`src/rtl/apb_rx_pkg.sv`:
```
// Shared types and constants for the oversampled serial receiver.
// State encodings, frame lengths (last bit index = stop bit) and the default oversample ratio.
package apb_rx_pkg;

    typedef enum logic [1:0] {
        ST_IDLE  = 2'd0,
        ST_START = 2'd1,
        ST_DATA  = 2'd2,
        ST_STOP  = 2'd3
    } rx_state_t;

    localparam int         OSR_DEF     = 16;
    localparam logic [3:0] LAST_IDX_8  = 4'd9;
    localparam logic [3:0] LAST_IDX_10 = 4'd11;

    // Index of the stop bit for the latched frame format.
    function automatic logic [3:0] last_idx(input logic mode_10);
        return mode_10 ? LAST_IDX_10 : LAST_IDX_8;
    endfunction

endpackage

```
`src/rtl/apb_rx_seq_if.sv`:
```
// Control, serial line and holding-register signals of the receiver.
// master drives select/enable/mode/ticks/line/ack; slave is the receiver.
interface apb_rx_seq_if;

    logic       sel;
    logic       rx_en;
    logic       mode;
    logic       baud_clk;
    logic       rx_in;
    logic       rd_ack;
    logic [9:0] rx_data;
    logic       rx_valid;
    logic       frame_err;
    logic       overrun;
    logic       rx_busy;
    logic [3:0] bit_cnt;

    modport master (
        output sel, rx_en, mode, baud_clk, rx_in, rd_ack,
        input  rx_data, rx_valid, frame_err, overrun, rx_busy, bit_cnt
    );

    modport slave (
        input  sel, rx_en, mode, baud_clk, rx_in, rd_ack,
        output rx_data, rx_valid, frame_err, overrun, rx_busy, bit_cnt
    );

endinterface

```
`src/rtl/apb_rx_sync.sv`:
```
// Line synchroniser with falling-edge detect; rx_s lags rx_in by SYNC_STAGES clk, rx_fall is combinational on rx_s.
// No backpressure. Edges are only reported once both compared samples were taken after reset release.
module apb_rx_sync #(
    parameter int SYNC_STAGES = 2
) (
    input  logic clk,
    input  logic rstn,
    input  logic rx_in,
    output logic rx_s,
    output logic rx_fall
);

    logic [SYNC_STAGES-1:0] sync_q;
    logic [SYNC_STAGES:0]   fill_q;
    logic                   prev_q;

    always_ff @(posedge clk) begin
        if (!rstn) begin
            sync_q <= '1;
            fill_q <= '0;
            prev_q <= 1'b1;
        end else begin
            sync_q[0] <= rx_in;
            fill_q[0] <= 1'b1;
            for (int i = 1; i < SYNC_STAGES; i++) sync_q[i] <= sync_q[i-1];
            for (int i = 1; i <= SYNC_STAGES; i++) fill_q[i] <= fill_q[i-1];
            prev_q <= rx_s;
        end
    end

    assign rx_s    = sync_q[SYNC_STAGES-1];
    // A line already low at release must not look like a fresh start bit.
    assign rx_fall = fill_q[SYNC_STAGES] & prev_q & ~rx_s;

endmodule

```
`src/rtl/apb_rx_seq.sv`:
```
// Serial receiver: start/data/stop sampling at OSR ticks per bit into one holding register.
// rx_valid rises 1 clk after the stop sample; no backpressure, a full register drops the frame and pulses overrun.
module apb_rx_seq
    import apb_rx_pkg::*;
#(
    parameter int OSR         = OSR_DEF,
    parameter int SYNC_STAGES = 2
) (
    input  logic        clk,
    input  logic        rstn,
    apb_rx_seq_if.slave bus
);

    localparam int            TW     = $clog2(OSR);
    localparam logic [TW-1:0] T_HALF = TW'(OSR / 2 - 1);
    localparam logic [TW-1:0] T_FULL = TW'(OSR - 1);

    rx_state_t     state_q, state_d;
    logic [TW-1:0] tcnt_q, tcnt_d;
    logic [3:0]    bit_cnt_q, bit_cnt_d;
    logic [9:0]    shift_q, shift_d;
    logic          mode_q, mode_d;
    logic          ld_q, ld_d;
    logic          stop_q, stop_d;
    logic [9:0]    rx_data_q;
    logic          rx_valid_q, frame_err_q, overrun_q;
    logic          rx_s, rx_fall, active, tick;

    assign active = bus.sel & bus.rx_en;
    assign tick   = bus.baud_clk;

    apb_rx_sync #(.SYNC_STAGES(SYNC_STAGES)) u_sync (
        .clk     (clk),
        .rstn    (rstn),
        .rx_in   (bus.rx_in),
        .rx_s    (rx_s),
        .rx_fall (rx_fall)
    );

    always_ff @(posedge clk) begin
        if (!rstn) begin
            state_q   <= ST_IDLE;
            tcnt_q    <= '0;
            bit_cnt_q <= '0;
            shift_q   <= '0;
            mode_q    <= 1'b0;
            ld_q      <= 1'b0;
            stop_q    <= 1'b1;
        end else begin
            state_q   <= state_d;
            tcnt_q    <= tcnt_d;
            bit_cnt_q <= bit_cnt_d;
            shift_q   <= shift_d;
            mode_q    <= mode_d;
            ld_q      <= ld_d;
            stop_q    <= stop_d;
        end
    end

    always_comb begin
        state_d   = state_q;
        tcnt_d    = tcnt_q;
        bit_cnt_d = bit_cnt_q;
        shift_d   = shift_q;
        mode_d    = mode_q;
        ld_d      = 1'b0;
        stop_d    = stop_q;
        if (!active) begin
            state_d   = ST_IDLE;
            tcnt_d    = '0;
            bit_cnt_d = '0;
        end else begin
            unique case (state_q)
                ST_IDLE: begin
                    tcnt_d    = '0;
                    bit_cnt_d = '0;
                    if (rx_fall) begin
                        state_d = ST_START;
                        mode_d  = bus.mode;
                    end
                end
                ST_START: if (tick) begin
                    if (tcnt_q == T_HALF) begin
                        tcnt_d = '0;
                        // A high line at mid start bit was only a glitch.
                        if (!rx_s) begin
                            state_d   = ST_DATA;
                            bit_cnt_d = 4'd1;
                        end else begin
                            state_d = ST_IDLE;
                        end
                    end else begin
                        tcnt_d = tcnt_q + TW'(1);
                    end
                end
                ST_DATA: if (tick) begin
                    if (tcnt_q == T_FULL) begin
                        tcnt_d    = '0;
                        bit_cnt_d = bit_cnt_q + 4'd1;
                        for (int i = 0; i < 10; i++)
                            if (bit_cnt_q == 4'(i + 1)) shift_d[i] = rx_s;
                        if (bit_cnt_q == last_idx(mode_q) - 4'd1) state_d = ST_STOP;
                    end else begin
                        tcnt_d = tcnt_q + TW'(1);
                    end
                end
                ST_STOP: if (tick) begin
                    if (tcnt_q == T_FULL) begin
                        tcnt_d    = '0;
                        bit_cnt_d = '0;
                        stop_d    = rx_s;
                        ld_d      = 1'b1;
                        state_d   = ST_IDLE;
                    end else begin
                        tcnt_d = tcnt_q + TW'(1);
                    end
                end
                default: state_d = ST_IDLE;
            endcase
        end
    end

    always_comb begin
        bus.rx_busy   = (state_q != ST_IDLE);
        bus.bit_cnt   = bit_cnt_q;
        bus.rx_data   = rx_data_q;
        bus.rx_valid  = rx_valid_q;
        bus.frame_err = frame_err_q;
        bus.overrun   = overrun_q;
    end

    // A load in the same clk as rd_ack replaces the old frame instead of overrunning.
    always_ff @(posedge clk) begin
        if (!rstn) begin
            rx_data_q   <= '0;
            rx_valid_q  <= 1'b0;
            frame_err_q <= 1'b0;
            overrun_q   <= 1'b0;
        end else begin
            overrun_q <= 1'b0;
            if (ld_q) begin
                if (!rx_valid_q || bus.rd_ack) begin
                    rx_data_q   <= mode_q ? shift_q : {2'b00, shift_q[7:0]};
                    frame_err_q <= ~stop_q;
                    rx_valid_q  <= 1'b1;
                end else begin
                    overrun_q <= 1'b1;
                end
            end else if (rx_valid_q && bus.rd_ack) begin
                rx_valid_q  <= 1'b0;
                frame_err_q <= 1'b0;
            end
        end
    end

endmodule

```
`src/flat_wrapper.sv`:
```
// flat-port wrapper written by rule: the top's interface ports become plain ports
module apb_rx_seq_flat import apb_rx_pkg::*;
#(
    parameter int OSR         = OSR_DEF,
    parameter int SYNC_STAGES = 2
)
  (clk, rstn, bus_sel, bus_rx_en, bus_mode, bus_baud_clk, bus_rx_in, bus_rd_ack, bus_rx_data, bus_rx_valid, bus_frame_err, bus_overrun, bus_rx_busy, bus_bit_cnt);
  apb_rx_seq_if bus_i ();
  input  logic clk;
  input  logic rstn;
  input wire logic [$bits(bus_i.sel)-1:0] bus_sel;
  input wire logic [$bits(bus_i.rx_en)-1:0] bus_rx_en;
  input wire logic [$bits(bus_i.mode)-1:0] bus_mode;
  input wire logic [$bits(bus_i.baud_clk)-1:0] bus_baud_clk;
  input wire logic [$bits(bus_i.rx_in)-1:0] bus_rx_in;
  input wire logic [$bits(bus_i.rd_ack)-1:0] bus_rd_ack;
  output wire logic [$bits(bus_i.rx_data)-1:0] bus_rx_data;
  output wire logic [$bits(bus_i.rx_valid)-1:0] bus_rx_valid;
  output wire logic [$bits(bus_i.frame_err)-1:0] bus_frame_err;
  output wire logic [$bits(bus_i.overrun)-1:0] bus_overrun;
  output wire logic [$bits(bus_i.rx_busy)-1:0] bus_rx_busy;
  output wire logic [$bits(bus_i.bit_cnt)-1:0] bus_bit_cnt;
  assign bus_i.sel = bus_sel;
  assign bus_i.rx_en = bus_rx_en;
  assign bus_i.mode = bus_mode;
  assign bus_i.baud_clk = bus_baud_clk;
  assign bus_i.rx_in = bus_rx_in;
  assign bus_i.rd_ack = bus_rd_ack;
  assign bus_rx_data = bus_i.rx_data;
  assign bus_rx_valid = bus_i.rx_valid;
  assign bus_frame_err = bus_i.frame_err;
  assign bus_overrun = bus_i.overrun;
  assign bus_rx_busy = bus_i.rx_busy;
  assign bus_bit_cnt = bus_i.bit_cnt;
  apb_rx_seq #(.OSR(OSR), .SYNC_STAGES(SYNC_STAGES)) u_core (.clk(clk), .rstn(rstn), .bus(bus_i));
endmodule
```
`config.mk`:
```
export PLATFORM = sky130hd
export DESIGN_NAME = apb_rx_seq_flat
export DESIGN_NICKNAME = d
export VERILOG_FILES = /design/src/rtl/apb_rx_pkg.sv /design/src/rtl/apb_rx_seq_if.sv /design/src/rtl/apb_rx_sync.sv /design/src/rtl/apb_rx_seq.sv /design/src/flat_wrapper.sv
export SDC_FILE = /design/constraint.sdc
export NUM_CORES = 1
export LEC_CHECK = 0
export CAP_MARGIN = 10
export CORE_ASPECT_RATIO = 1.25
export CORE_UTILIZATION = 30
export CTS_CLUSTER_SIZE = 20
export DETAILED_ROUTE_END_ITERATION = 12
export SLEW_MARGIN = 25
export SYNTH_ARGS = -nofsm -noshare
export SYNTH_HDL_FRONTEND = slang
export SYNTH_HIERARCHICAL = 1
export SYNTH_SLANG_ARGS = --single-unit
```
`constraint.sdc`:
```
create_clock -name clk -period 3.98 [get_ports clk]
set_input_delay 0.597 -clock clk [delete_from_list [all_inputs] [get_ports clk]]
set_output_delay 0.597 -clock clk [all_outputs]
set_load 0.03 [all_outputs]
```
# Word-level counts from Yosys, hierarchy flattened
# Index checks and enable logic that the tools add are counted.
# classes
n_addsub	3
n_eq_ne	27
muxes	33
bitwise	5
reduce_logical	27
# ops
operator	n
5-bit AND reduction	10
4-bit 2-to-1 mux	11
4-bit by 3-bit equality test with 1-bit output (second input constant)	5
2-bit 2-to-1 mux	10
4-bit equality test (second input constant)	4
4-bit case mux with 4 select lines	1
2-bit by 1-bit != test with 1-bit output (second input constant)	6
4-bit case mux with 3 select lines	1
10-bit 2-to-1 mux	1
2-bit != test (second input constant)	5
2-bit AND reduction	5
4-bit by 1-bit adder with 4-bit output (second input constant)	2
4-bit by 2-bit equality test with 1-bit output (second input constant)	2
1-bit 2-to-1 mux	8
2-bit case mux with 4 select lines	1
4-bit AND reduction	2
8-bit AND reduction	1
7-bit AND reduction	1
2-bit equality test (second input constant)	2
4-bit by 1-bit equality test with 1-bit output (second input constant)	1
4-bit equality test	1
2-bit nonzero test	2
4-bit by 1-bit subtractor with 4-bit output (second input constant)	1
1-bit AND	3
8 further kinds	9
# word_totals
ff_bits	42
input_bits	8
output_inout_bits	18
word_cells	119

# Logic depth before layout (Yosys ltp)
# Gate-level depths: netlist (run 1).
# depth
word_depth	7
mapped_depth	7
ltp_nobuf	6

# Hierarchy
# Netlist (run 1), hierarchy kept.
# by_module_without_submodules
module	instances	cells_per_inst	area_per_inst_um2	seq_area_each_um2
apb_rx_seq	1	201	1774.2	720.7
apb_rx_sync	1	12	160.2	120.1

# Worst setup path before layout (run 1)
# Ideal clock, no wire load.
# synth_path
path_kind	register to register
start	reg u_core.state_q[0]
end	reg u_core.bit_cnt_q[0] (netlist: u_core/bus.bit_cnt[0])
setup_time_ps	72
t_arrival_ps	1812
t_required_ps	3908
setup_slack_ps	2095
stages_incl_launch_ff	8
path_buffers	1
synth_period_minus_slack_ps	1885
cell_sequence	dfxtp_1 > inv_1 > ha_1 > nor3_4 > a211oi_2 > buf_6 > or4b_1 > a21oi_1
# synth_between
elab_chain_cells	3
elab_cells_between_ends	13
classes_between	10 x eq/ne; 1 x mux; 2 x reduce/logical
# synth_rtl
element	line	text
from (decl)	apb_rx_seq.sv:18	rx_state_t state_q, state_d;
from (signal assigned)	apb_rx_seq.sv:50	state_q <= state_d;
2-bit equality test / 2-bit by 1-bit equality test with 1-bit output (equally long branches)	apb_rx_seq.sv:73	unique case (state_q)
2-bit by 1-bit != test with 1-bit output (no source line) / 2-bit != test (equally long branches)	n/a	
7-bit AND reduction (no source line)	n/a	
to (signal assigned)	apb_rx_seq.sv:52	bit_cnt_q <= bit_cnt_d;
to (decl)	apb_rx_seq.sv:20	logic [3:0] bit_cnt_q, bit_cnt_d;
# Parallel ways exist; a longest one is shown, timed or not.
# A chain may end at the register's enable or synchronous reset.

# Final worst setup path (run 1)
# layout_path
start	reg u_core.state_q[0]
end	out bus_rx_busy
# layout_between
elab_chain_cells	1
# layout_rtl
element	line	text
2-bit nonzero test	apb_rx_seq.sv:124	bus.rx_busy = (state_q != ST_IDLE);
to (decl)	flat_wrapper.sv:21	output wire logic [$bits(bus_i.rx_busy)-1:0] bus_rx_busy;
# No other way between the ends.

==> results of run 1 <==
metal layers:
metal	up-vias	global-route usage (%)	wire, microns
li1	792	-	-
met1	707	17.5	1940
met2	33	20.0	1800
met3	8	3.41	157
met4	0	6.73	102
met5	-	0	0
cell type report:
cell class	instances	area share [%]
Timing Repair Buffer	26	11.0
Multi-Input combinational cell	153	43.3
Inverter	9	1.44
Sequential cell	42	35.7
Tap cell	85	4.52
Clock buffer	6	3.51
Clock inverter	2	0.532
logic make-up after synthesis:
family                     Yosys count  synth area share, %
adders and majority gates           10                 6.47
buffers and inverters               18                 3.88
DFF                                 42                 43.5
and+or+nand+nor                     96                 26.6
muxes                               15                 7.76
AOI/OAI and AO/OA                   31                 11.3
xor gates and xnor gates             1                0.453
critical path, stage by stage, from the launching register on:
cell and delay (ns):
dfxtp_1 0.41, inv_1 0.10, ha_1 0.26, inv_1 0.08, clkdlybuf4s50_1 0.66
worst paths after layout:
path | startpoint | cells past startpoint | end | slack [ns]
setup / recovery | u_core/state_q[0]$_SDFFE_PN0P_ | 4 | bus_rx_busy | 1.58
hold / removal | u_core/u_sync/sync_q[0]$_SDFF_PN1_ | 1 | u_core/u_sync/sync_q[1]$_SDFF_PN1_ | 0.41
setup reg to reg | flip-flop | 6 | u_core/tcnt_q[0]$_SDFFE_PN0P_ | 1.70
hold reg to reg | u_core/u_sync/sync_q[0]$_SDFF_PN1_ | 1 | u_core/u_sync/sync_q[1]$_SDFF_PN1_ | 0.41
cells in the final DEF (no fill, tap or decap), types with 2 or more instances in the layout:
cell             instances
and2_1                   5
o21ai_0                  7
nor4_1                   2
dfxtp_1                 42
nor2_1                   4
nand3_1                 18
clkbuf_8                 6
nor3_1                   8
mux2i_1                 15
a21boi_0                10
nor2b_1                  4
nand4_1                  4
ha_1                    10
clkdlybuf4s50_1         25
inv_1                    9
or4b_1                   3
and3_1                   2
nand2_1                 34
a21oi_1                  5
nand2b_1                 5
where the power goes:
part	internal (uW)	total [uW]	switching [uW]
logic	11.1	22.7	11.6
clock network	140	289	149
registers	422	423	1.04
total	573	735	162
state kept, by name (all words and copies together) (netlist names), named ones only:
name                  count
u_core/bus.frame_err      1
u_core/shift_q           10
u_core/stop_q             1
u_core/state_q            1
u_core/u_sync/sync_q      2
u_core/bus.rx_valid       1
u_core/tcnt_q             4
u_core/bus.overrun        1
u_core/u_sync/prev_q      1
u_core/bus.rx_data       10
u_core/u_sync/fill_q      3
u_core/mode_q             1
u_core/bus.bit_cnt        4
u_core/ld_q               1
stage by stage:
step           util, %  instance area (sq um)  power, uW
6_report          37.9                   2350        735
5_1_grt           37.9                   2350        766
4_1_cts           37.9                   2350        744
3_5_place_dp      36.4                   2260        457
3_3_place_gp      36.4                   2260        456
2_1_floorplan        -                   1930        444
synthesized netlist by cell type, drive strengths merged, types with 4 or more instances:
cell    count
o21ai       8
and2        5
a21boi     10
inv         9
ha         10
dfxtp      42
nand2      34
nand4       4
nor2b       4
a21oi       5
mux2i      15
nand2b      5
clkbuf      8
nor3        9
nand3      18
nor2        4
==> impl_results.rst, run 1 <==
.. list-table::
   :header-rows: 1

   * - Metric
     - Value
   * - Antenna fix cells
     - 0
   * - Number of placed cells counting well taps
     - 315
   * - Time the worst path needs with I/O delays and setup
     - 2.40 ns
   * - Outcome
     - finished clean
   * - Core box area
     - 6210 sq um
   * - Mapped Avg Cell Area
     - 9.08 sq um
   * - Fmax
     - 0.417 GHz
   * - Cell area after technology mapping
     - 1930 sq um
   * - Clock transition time at the flip-flop clock pins of the worst setup and hold paths
     - 0.08 ns
   * - Static power due to leakage
     - 0.000876 uW
   * - Floorplan row count
     - 32
   * - Post-CTS Hold Fix Bufs
     - 0
   * - Cell type with the largest total area after synthesis
     - dfxtp_1
   * - Final Non-Filler Cells
     - 323
   * - VDD IR max
     - 0.193 mV
   * - Largest net degree at the start of global routing
     - 36
   * - Sequential area share after synthesis
     - 43.5%
   * - Worst hold path class
     - reg -> reg
   * - Ports
     - 26
   * - Yosys warns
     - 6
   * - Slew margin rel.
     - 52.0%
   * - Vias in the first global route
     - 1486
   * - Initial antenna violation count
     - 0
   * - Number of distinct library cells after synthesis
     - 37
   * - Worst Setup Path Type
     - reg -> out
   * - Post-CTS Setup Inserts
     - 0
   * - Net count of the finished layout
     - 255
   * - DR vias/cell
     - 4.77
   * - Vertical die dimension
     - 91.8 microns
   * - Net Count, Synth
     - 231
   * - Place WS
     - 1.59 ns
   * - Count of final setup violators
     - 0
   * - CTS H-tree depth
     - 2
   * - Overall routing resource usage
     - 13.4%
   * - Synth top area cells
     - dfxtp_1 43%, mux2i_1 7.8%, nand2_1 6.6%, ha_1 6.5%, nand3_1 4.7%
   * - Total DRC errors in the routed layout
     - 0
   * - Area occupied by registers
     - 841 sq um
   * - Unrepaired setup endpoints after global routing
     - no
   * - FFs w/ async S/R, synth
     - 0%
   * - Wire length of the first global-routing pass
     - 7030 microns
   * - Final estimated routing congestion in global placement
     - 0.766
   * - Worst skew pair latency
     - 0.29 ns
   * - Number of max-cap violations
     - 0
   * - Final global-route overflow total
     - 0
   * - Power Density
     - 312 nW/um^2
   * - Mapped Cells
     - 213
   * - Worst hold margin
     - 0.413 ns
   * - Synth top area share
     - 43.5%
   * - Total negative slack
     - 0 ns
   * - Data required time at the worst endpoint
     - 3.38 ns
   * - Iteration-0 DRC count of the detailed router
     - 66
   * - Clock sink count
     - 42
   * - Number of clock buffers inserted by TritonCTS
     - 5
   * - Post-cts gate resize count
     - 0
   * - Clk Tree Root Cell
     - clkbuf_8
   * - Critical Path End Type
     - primary output
   * - Die Footprint
     - 6770 sq um
   * - Highest net fanout along the worst path
     - 5
   * - Maximum clock skew at final layout
     - 0.00264 ns
   * - Antenna violation net count after detailed routing
     - 0
   * - Slack of the critical path
     - 1.58 ns
   * - Actual transition at the worst max-transition pin
     - 0.714 ns
   * - Average wire per cell in the routed design
     - 12.4 microns
   * - HPWL after DPL
     - 2780 microns
   * - Final number of max-transition violations
     - 0
   * - Ratio of final minimum period to clock period
     - 60.2%
   * - Share of layout cells above drive strength 1
     - 5.46%
   * - Floorplan die width
     - 73.8 microns
   * - Area Overhead vs Synth
     - 21.6%
   * - Largest buffer count on any clock path
     - 2
   * - Number of buffers inserted by port buffering
     - 25
   * - Kind of start point of the critical path
     - flip-flop
   * - Number of fill cells in the layout
     - 639
   * - Detailed-routing iteration count for the pre-antenna-repair pass
     - 4
   * - Arrival @ worst endpoint
     - 1.80 ns
   * - Routed wire length
     - 4000 microns
   * - Hold Fails Final Rpt
     - 0
   * - Synth Flop Type
     - dfxtp_1
   * - Via count of the routed design
     - 1540
   * - Clock tree from TritonCTS
     - done
   * - Multi-input gate area
     - 1020 sq um
   * - Number of register bits inferred by synthesis
     - 42
   * - Initial core utilization
     - 31.2%
   * - EDFF count, synth
     - 0
No activity file was read; power rests on OpenSTA's default activity.
==> run 2, diff against run 1 <==
Clock period 3.98 ns to 2.2 ns, I/O delays scaled along.
==> run 2 against run 1 <==
Compared with the run above: combinational power is 81% higher; sequential cell count unchanged; clock skew up 0.0030 ns; clock power grew 110%; routed wire length down 1.1%; sequential share of layout area decreased by 0.87 points; non-clock buffer count grew 5; die area did not move; utilization is 1.0 points higher; largest cell class unchanged.
==> impl_results.rst, run 2 (synthesized netlist as in run 1, its figures left out) <==
.. list-table::
   :header-rows: 1

   * - Metric
     - Value
   * - Worst hold margin
     - 0.419 ns (+0.00632 ns)
   * - Share of layout cells above drive strength 1
     - 7.82% (+2.4 points)
   * - Arrival @ worst endpoint
     - 2.27 ns (+0.47 ns)
   * - Number of buffers inserted by port buffering
     - 25 (unchanged)
   * - Routed wire length
     - 3960 microns (-1.1%)
   * - DR vias/cell
     - 4.72 (-1.1%)
   * - Average wire per cell in the routed design
     - 12.1 microns (-2.6%)
   * - Slew margin rel.
     - 68.1% (+16 points)
   * - Ratio of final minimum period to clock period
     - 93.1%
   * - Critical Path End Type
     - flip-flop
   * - Routed length on met3
     - 115 microns (-27%)
   * - Worst hold path class
     - reg -> reg
   * - Power Density
     - 585 nW/um^2 (+87%)
   * - Antenna fix cells
     - 0 (unchanged)
   * - Post-Place Cell Area
     - 2290 sq um (+1.7%)
   * - Most common library cell in the layout ignoring fill and taps
     - dfxtp_1
   * - Number of clock buffers inserted by TritonCTS
     - 5 (unchanged)
   * - Vias in the first global route
     - 1468 (-1.2%)
   * - Initial core utilization
     - 31.2% (unchanged)
   * - HPWL after DPL
     - 2810 microns (+1.1%)
   * - Highest net fanout along the worst path
     - 7 (+2)
   * - Uppermost layer routed
     - met4
   * - Time the worst path needs with I/O delays and setup
     - 2.05 ns
   * - Clk Tree Root Cell
     - clkbuf_8
   * - Iteration-0 DRC count of the detailed router
     - 57 (-14%)
   * - CTS H-tree depth
     - 2 (unchanged)
   * - VDD IR max
     - 0.382 mV (+98%)
   * - Wire length of the first global-routing pass
     - 6870 microns (-2.3%)
   * - Amount of wire on met2 after detailed routing
     - 1870 microns (+3.5%)
   * - Clock transition time at the flip-flop clock pins of the worst setup and hold paths
     - 0.08 ns (about the same)
   * - Clock sink count
     - 42 (unchanged)
   * - Total DRC errors in the routed layout
     - 0 (unchanged)
   * - Number of max-cap violations
     - 0 (unchanged)
   * - Hold Fails Final Rpt
     - 0 (unchanged)
   * - Actual transition at the worst max-transition pin
     - 0.474 ns (-0.240 ns)
   * - Library cell contributing the largest single delay on the critical path
     - or4b_1
   * - Launch point of the worst hold path
     - u_core/u_sync/sync_q[0]$_SDFF_PN1_
   * - Post-route cell area
     - 2410 sq um (+2.7%)
   * - Antenna violation net count after detailed routing
     - 0 (unchanged)
   * - Net count of the finished layout
     - 260 (+2.0%)
   * - Maximum clock skew at final layout
     - 0.00565 ns (+0.00301 ns)
   * - Largest buffer count on any clock path
     - 2 (unchanged)
   * - Reg2reg start
     - u_core/state_q[0]$_SDFFE_PN0P_
   * - Largest stage delay, worst path
     - 0.52 ns (-0.14 ns)
   * - Total routed wire length on the met1 layer
     - 1900 microns (-2.2%)
   * - Vertical die dimension
     - 91.8 microns (unchanged)
   * - Largest net degree at the start of global routing
     - 34 (-5.6%)
   * - Static power due to leakage
     - 0.000926 uW (+5.8%)
   * - Fmax
     - 0.488 GHz
   * - Unrepaired setup endpoints after global routing
     - no
   * - Floorplan row count
     - 32 (unchanged)
   * - Count of final setup violators
     - 0 (unchanged)
   * - Commonest cells after routing, fill and taps aside
     - 41 x dfxtp_1, 34 x nand2_1, 24 x clkdlybuf4s50_1
   * - Worst Setup Path Type
     - reg -> reg
   * - Floorplan die width
     - 73.8 microns (unchanged)
   * - Kind of start point of the critical path
     - flip-flop
   * - Overall routing resource usage
     - 13.1% (-0.30 points)
   * - Ports
     - 26 (unchanged)
   * - Final number of max-transition violations
     - 0 (unchanged)
   * - Dominant delay contributor by cell family on the critical path
     - simple AND/OR/NAND/NOR gates
   * - Worst skew pair latency
     - 0.29 ns (about the same)
   * - Final estimated routing congestion in global placement
     - 0.766 (about the same)
   * - Buffering stage count on the worst path with inverters included
     - 2 (-1)
   * - Via count of the routed design
     - 1547 (+0.45%)
   * - Data required time at the worst endpoint
     - 2.42 ns (-0.96 ns)
   * - Sequence of cells on the critical path
     - inv_1 > ha_1 > nor3_1 > a211oi_2 > buf_4 > or4b_1 > a21oi_1
   * - Detailed-routing iteration count for the pre-antenna-repair pass
     - 4 (unchanged)
   * - Core box area
     - 6210 sq um (unchanged)
   * - Die Footprint
     - 6770 sq um (unchanged)
   * - Outcome
     - finished clean
   * - Area Overhead vs Synth
     - 24.8%
   * - Final global-route overflow total
     - 0 (unchanged)
   * - Total negative slack
     - 0 ns (unchanged)
   * - Clock tree from TritonCTS
     - done
   * - Post-CTS Hold Fix Bufs
     - 0 (unchanged)
   * - Number of fill cells in the layout
     - 636 (-0.47%)
   * - Source of the critical timing path
     - u_core/state_q[0]$_SDFFE_PN0P_
   * - Initial antenna violation count
     - 0 (unchanged)
run 2: changes by cell type in the layout (fill, tap and decap cells not counted), sizes merged:
| cell | previous run | this run |
|---|---|---|
| bufinv | 0 | 1 |
| clkinv | 1 | 0 |
| clkdlybuf4s50 | 25 | 24 |
| dlymetal6s2s | 0 | 1 |
| buf | 1 | 6 |
run 2: where the power goes:
part / leakage [uW] / total, uW / internal [uW] / switching [uW]
Sequential: 0.000340 / 766 / 764 / 1.77
Clock: 0.0000514 / 605 / 339 / 266
Combinational: 0.000535 / 41.2 / 20.3 / 20.9
run 2: worst paths after layout:
path / to / slack (ns) / depth (start not counted)
max: u_core/bus.bit_cnt[1]$_SDFFE_PN0P_ / 0.15 / 7
min: u_core/u_sync/sync_q[1]$_SDFF_PN1_ / 0.42 / 1
max reg2reg: u_core/bus.bit_cnt[1]$_SDFFE_PN0P_ / 0.15 / 7
min reg2reg: u_core/u_sync/sync_q[1]$_SDFF_PN1_ / 0.42 / 1
run 2: what timing repair did:
item	4_1_cts	5_1_grt
buffers inserted	0	0
resized for setup	0	3
setup endpoints to repair	0	4
hold endpoints to repair	0	0
run 2: through the flow:
| stage | power, uW | setup WS, ns | util, % | instances |
|---|---|---|---|---|
| global placement | 826 | 0.181 | 37.0 | 320 |
| floorplan | 803 | 0.315 | - | 213 |
| finish | 1410 | 0.152 | 38.9 | 328 |
| global route | 1470 | 0.0614 | 38.9 | 328 |
| CTS | 1430 | 0.0200 | 38.8 | 328 |
| detailed placement | 826 | 0.125 | 37.0 | 320 |
run 2: final cells by class:
| class | count | area (sq um) | share of cell area (%) |
|---|---|---|---|
| Clock inverter | 2 | 37.5 | 1.55 |
| Sequential cell | 42 | 842 | 34.9 |
| Inverter | 9 | 33.8 | 1.40 |
| Multi-Input combinational cell | 153 | 1020 | 42.4 |
| Timing Repair Buffer | 31 | 298 | 12.3 |
| Clock buffer | 6 | 72.6 | 3.01 |
| Tap cell | 85 | 106 | 4.40 |
run 2: metal layers:
layer  vias to the layer above  GRT usage, %
met5                         -             0
met4                         0          6.09
met3                         6          3.52
met2                        20          20.9
met1                       716          16.0
li1                        805             -
